File: config.mk
export PLATFORM = sky130hd
export DESIGN_NAME = host_dpi_csr_responder
export DESIGN_NICKNAME = d
export VERILOG_FILES = /design/src/rtl/host_dpi_pkg.sv /design/src/rtl/host_dpi_csr_responder.sv
export SDC_FILE = /design/constraint.sdc
export NUM_CORES = 1
export LEC_CHECK = 0
export BUFFER_PORTS_ARGS = -buffer_cell sky130_fd_sc_hd__clkbuf_2
export CAP_MARGIN = 40
export CORE_MARGIN = 3
export CORE_UTILIZATION = 49
export DETAILED_ROUTE_END_ITERATION = 10
export GPL_TIMING_DRIVEN = 0
export PLACE_DENSITY_LB_ADDON = 0.1
export SLEW_MARGIN = 20
export SYNTH_ARGS = -nofsm -noshare
export SYNTH_HDL_FRONTEND = slang
export SYNTH_SLANG_ARGS = --single-unit
File: constraint.sdc
create_clock -name clock -period 2.2 [get_ports clock]
set_input_delay 0.33 -clock clock [delete_from_list [all_inputs] [get_ports clock]]
set_output_delay 0.33 -clock clock [all_outputs]
set_load 0.01 [all_outputs]
File: src/rtl/host_dpi_pkg.sv
// Shared constants for the host DPI CSR responder.
//   OPC_RD / OPC_WR   request opcode encodings
//   state_t           responder FSM states
//   REG_CTRL / REG_CYCLES  fixed CSR indices; CTRL_* bit positions in CTRL
package host_dpi_pkg;

   localparam logic OPC_RD = 1'b0;
   localparam logic OPC_WR = 1'b1;

   typedef enum logic [1:0] {
      IDLE = 2'd0,
      DEQ  = 2'd1,
      EXEC = 2'd2
   } state_t;

   localparam int REG_CTRL    = 0;
   localparam int REG_CYCLES  = 1;

   localparam int CTRL_LAUNCH = 0;
   localparam int CTRL_DONE   = 1;

endpackage

File: src/rtl/host_dpi_csr_responder.sv
// Device-side responder for the host DPI request/response channel.
// Each request takes three cycles: IDLE samples it, DEQ pulses dpi_req_deq,
// EXEC applies the write or returns read data. Also owns accelerator
// launch/finish handshake and a saturating busy-cycle counter.
// Ports:
//   clock, reset          clock; synchronous active-high reset
//   dpi_req_valid/opcode/addr/value   host request (opcode 1=write)
//   dpi_req_deq           one-cycle pulse, request consumed
//   dpi_resp_valid/bits   one-cycle read response (bits 0 otherwise)
//   launch                one-cycle start pulse to the core
//   finish                core done pulse
//   vals                  general regs 2..NUM_REGS-1, reg2 in LSBs
module host_dpi_csr_responder
   import host_dpi_pkg::*;
#(
   parameter int ADDR_BITS = 32,
   parameter int DATA_BITS = 32,
   parameter int NUM_REGS  = 8
) (
   input  logic                              clock,
   input  logic                              reset,
   input  logic                              dpi_req_valid,
   input  logic                              dpi_req_opcode,
   input  logic [ADDR_BITS-1:0]              dpi_req_addr,
   input  logic [DATA_BITS-1:0]              dpi_req_value,
   output logic                              dpi_req_deq,
   output logic                              dpi_resp_valid,
   output logic [DATA_BITS-1:0]              dpi_resp_bits,
   output logic                              launch,
   input  logic                              finish,
   output logic [(NUM_REGS-2)*DATA_BITS-1:0] vals
);

   localparam int IDX_W = $clog2(NUM_REGS);

   state_t                              state, next_state;
   logic                                opc_q;
   logic [ADDR_BITS-1:2]                addr_q;
   logic [DATA_BITS-1:0]                value_q;
   logic                                busy_q, done_q, launch_q;
   logic [DATA_BITS-1:0]                cycles_q;
   logic [NUM_REGS-3:0][DATA_BITS-1:0]  gen_q;

   logic [IDX_W-1:0]                    idx;
   logic                                out_of_range;
   logic                                wr_fire;
   logic [DATA_BITS-1:0]                rd_data;
   logic                                addr_unused;

   // Byte offset within a word carries no information here.
   assign addr_unused  = ^dpi_req_addr[1:0];

   assign idx          = addr_q[IDX_W+1:2];
   assign out_of_range = |addr_q[ADDR_BITS-1:IDX_W+2];
   assign wr_fire      = (state == EXEC) && (opc_q == OPC_WR) && !out_of_range;
   assign launch       = launch_q;
   assign vals         = gen_q;

   // CSR read mux; CTRL.launch always reads back as 0.
   always_comb begin
      rd_data = '0;
      if (!out_of_range) begin
         if (idx == IDX_W'(REG_CTRL))
            rd_data[CTRL_DONE] = done_q;
         else if (idx == IDX_W'(REG_CYCLES))
            rd_data = cycles_q;
         for (int r = 2; r < NUM_REGS; r++)
            if (idx == IDX_W'(r)) rd_data = gen_q[r-2];
      end
   end

   always_ff @(posedge clock) begin
      if (reset) state <= IDLE;
      else       state <= next_state;
   end

   // Outputs are masked during reset so a transaction in flight is dropped
   // without a stray deq or response in the reset cycle itself.
   always_comb begin
      next_state     = state;
      dpi_req_deq    = 1'b0;
      dpi_resp_valid = 1'b0;
      dpi_resp_bits  = '0;
      case (state)
         IDLE: if (dpi_req_valid) next_state = DEQ;
         DEQ: begin
            dpi_req_deq = !reset;
            next_state  = EXEC;
         end
         EXEC: begin
            if (opc_q == OPC_RD && !reset) begin
               dpi_resp_valid = 1'b1;
               dpi_resp_bits  = rd_data;
            end
            next_state = IDLE;
         end
         default: next_state = IDLE;
      endcase
   end

   always_ff @(posedge clock) begin
      if (reset) begin
         opc_q    <= OPC_RD;
         addr_q   <= '0;
         value_q  <= '0;
         busy_q   <= 1'b0;
         done_q   <= 1'b0;
         launch_q <= 1'b0;
         cycles_q <= '0;
         gen_q    <= '0;
      end else begin
         if (state == IDLE && dpi_req_valid) begin
            opc_q   <= dpi_req_opcode;
            addr_q  <= dpi_req_addr[ADDR_BITS-1:2];
            value_q <= dpi_req_value;
         end

         launch_q <= 1'b0;

         if (busy_q) begin
            if (cycles_q != '1) cycles_q <= cycles_q + 1'b1;
            if (finish) begin
               busy_q <= 1'b0;
               done_q <= 1'b1;
            end
         end

         // Placed after the finish handling so a same-cycle launch wins.
         // CYCLES is never a host write target, so counter updates always stick.
         if (wr_fire) begin
            if (idx == IDX_W'(REG_CTRL) && value_q[CTRL_LAUNCH]) begin
               launch_q <= 1'b1;
               busy_q   <= 1'b1;
               done_q   <= 1'b0;
               cycles_q <= '0;
            end
            for (int r = 2; r < NUM_REGS; r++)
               if (idx == IDX_W'(r)) gen_q[r-2] <= value_q;
         end
      end
   end

endmodule

==> metrics.md <==
| Metric | Value |
|---|---|
| Status | `finished, violations left` |
| Violations in the final reports | `setup timing` |
| Worst setup margin | `-0.741 ns` |
| Final min period | `2.94 ns` |
| CTS Buf Count | `31` |
| Chip Width | `about 170 um` |
| Least-Margin Pin Slew | `0.855 ns` |
| Crit-path cells | `nor4_2, nand3_2, nor3_4, nand2_4, clkbuf_16, a2111oi_4, buf_2` |
| CP Launch Type | `flop` |
| RSZ-0062 raised after global routing | `yes` |
| Critical path arrival | `2.61 ns` |
| Initial Util | `0.507` |
| Via count | `13900` |
| Core Region | `24700 um2` |
| Fill count | `1994` |
| Largest net degree at the start of global routing | `16` |
| Cells after Synth | `1599` |
| Pins Over Slew Limit | `0` |
| Area Overhead vs Synth | `40.9%` |
| CTS root buf | `clkbuf_16` |
| Later-pin clock latency in the skew report | `0.58 ns` |
| Mapped Area | `between 10000 and 15000 um2` |
| Async set-reset flop share out of synthesis | `0` |
| Final Hold Fails | `0` |
| HP Class | `in -> reg` |
| Syn Area/Cell | `7.83 um2` |
| P_sw | `3.03 mW` |
| VDD IR max | `673 uV` |
| Ant. Diodes | `0` |
| Vias in the first global route | `13400` |
| Max incr delay on CP | `0.33 ns` |
| # rows | `57` |
| Most common cell after layout, fill and taps aside | `nand2_1` |
| Clk pin slew, worst setup/hold paths | `0.06 ns` |
| Ys flop type | `dfxtp_1` |
| Die Ht | `166 um` |
| Drt pass-1 iters | `6` |
| Leak | `6.71 nW` |
| Register share of total power | `0.459` |
| Unique cell type count in the Yosys netlist | `51` |
| Port bufs | `292` |
| Final nets | `about 2100` |
| CTS H-tree depth | `1` |
| Crit end category | `output pin` |
| Vias per cell | `5.92` |
| Most frequent cells in the layout | `nand2_1, clkbuf_2, dfxtp_1` |
| DRC | `0` |
| Power Density | `slightly below 700 nW/um2` |
| GRT overflow | `0` |
| Final period utilization | `1.34` |
| First-pass GRT wire length | `roughly 79000 um` |
| Post-synthesis sequential area ratio | `0.467` |
| Routability Congestion | `0.942` |
| Net count after synthesis | `about 1700` |
| Slowest stage cell, crit path | `dfxtp_1` |
| Hold WS | `0.0122 ns` |
| Initial antenna violation count | `0` |
| Final setup fails | `97` |
| Comb pwr share | `0.085` |
| Peak Freq | `approximately 340 MHz` |
| TritonCTS Sinks | `292` |
| Initial drt markers | `roughly 1600` |
| Synth warn | `0` |
| EDFF count, synth | `0` |
| Register bit total from synthesis | `292` |
| CTS tree | `done` |
| Antenna viol nets, final | `0` |
| CTS max path bufs | `3` |
| Fraction of layout cells with a size suffix above 1 | `0.301` |
| Int Pwr | `approximately 9.0 mW` |
| Gr usage total | `0.360` |
| Tot Pwr | `12.0 mW` |
| Fin Setup TNS | `-28.94 ns` |
| Final Routed Wirelength | `53500 um` |
| HPWL Detailed | `~38000 um` |
| Worst path top cell family by delay | `simple AND/OR/NAND/NOR gates` |
| DIE AREA | `27500 um2` |
| IO Count | `~300` |
| Setup Skew | `0.0214 ns` |
| CP bufs+invs | `2` |
| Sw frac | `0.253` |
| DR WL/cell | `around 23 um` |
| Crit path kind | `reg -> out` |
| Clock share of power | `0.456` |
| Slew headroom | `0.430` |
| CP Data Required Time | `1.87 ns` |
| Max-cap viol count | `0` |
| CP max FO | `8` |
==> flip-flops by register name, summed over array words and instances, names as in the netlist, 2 cells and up <==
| name | cells |
|---|---|
| addr_q | 30 |
| cycles_q | 32 |
| state | 2 |
| vals | 192 |
| value_q | 32 |
==> path summary, 6_finish.rpt <==
kind                                         startpoint                       end  slack [ns]  cells past startpoint
worst max register to register   addr_q[5]$_SDFFE_PP0P_     vals[34]$_SDFFE_PP0P_       -0.23                      8
worst min register to register  addr_q[17]$_SDFFE_PP0P_   addr_q[17]$_SDFFE_PP0P_        0.46                      2
worst max-delay path            addr_q[16]$_SDFFE_PP0P_         dpi_resp_bits[17]       -0.74                      7
worst min-delay path                  dpi_req_value[19]  value_q[19]$_SDFFE_PP0P_        0.01                      3
==> tightest hold or removal path, delay by kind of cell <==
kind / cells / cell delay [ns]
AND/OR/NAND/NOR: 1 / 0.06
buffers and inverters: 1 / 0.11
AO/OA/AOI/OAI: 1 / 0.05
==> per-layer routing <==
layer  global-route usage  part of all wire  vias up
met1                0.465              0.39     6594
met4                0.136             0.042        0
met2                0.603              0.47      819
li1                     -                 -     6332
met3               0.0662             0.094      143
met5                    0                 0        -
==> repair_timing <==
action                                  in CTS  in global routing
hold endpoints to repair                    58                  0
endpoints found under the setup margin     255                243
buffers inserted                             5                 10
cloned                                       3                  4
pin swaps                                   21                 29
gates resized for setup                    221                115
hold buffers                                58                  0
==> stage by stage <==
stage | worst slack (ns) | util | instances | instance area, um2
finish | -0.741 | 0.715 | 2346 | 17600
global placement | -1.04 | 0.584 | 2215 | 14400
global route | -0.815 | 0.715 | 2346 | 17600
CTS | -0.661 | 0.698 | 2334 | 17200
detailed placement | -1.00 | 0.584 | 2216 | 14400
floorplan | -0.103 | - | 1599 | 12500
==> cells in the mapped netlist (all sizes together) (19+ instances only) <==
master	n	area (um2)
o22ai	20	125
mux2	45	507
clkbuf	94	353
o21ai	19	95.1
a2111oi	20	175
nor3	24	120
nand2	533	2000
a221oi	30	263
buf	38	191
dfxtp	292	5850
a21oi	277	1390
nor2	58	218
==> layout make-up <==
| class | instances | area [um2] | share of cell area |
|---|---|---|---|
| Multi-Input combinational cell | 1167 | 7000 | 0.397 |
| Tap cell | 324 | 405 | 0.0230 |
| Clock inverter | 17 | 198 | 0.0112 |
| Timing Repair Buffer | 373 | 2340 | 0.133 |
| Inverter | 8 | 30.0 | 0.00170 |
| Buffer | 126 | 945 | 0.0536 |
| Clock buffer | 39 | 856 | 0.0485 |
| Sequential cell | 292 | 5860 | 0.332 |
==> power by group through the flow <==
stage | combinational (mW) | clock [mW] | sequential, mW
2_1_floorplan | 0.407 | 0 | 5.54
3_3_place_gp | 0.671 | 0 | 5.59
3_5_place_dp | 0.675 | 0 | 5.59
4_1_cts | 0.934 | 5.46 | 5.48
5_1_grt | 1.06 | 5.67 | 5.50
6_report | 1.01 | 5.47 | 5.50
==> cells by family after synthesis <==
kind of cell	count (synthesis)	share of synthesized area
and+or+nand+nor	704	0.236
muxes	59	0.0617
AOI/OAI and AO/OA	391	0.180
xor gates and xnor gates	12	0.00840
adders and majority gates	1	0.00100
DFF	292	0.467
buffers and inverters	140	0.0459
Power figures use the tool's default switching activity.
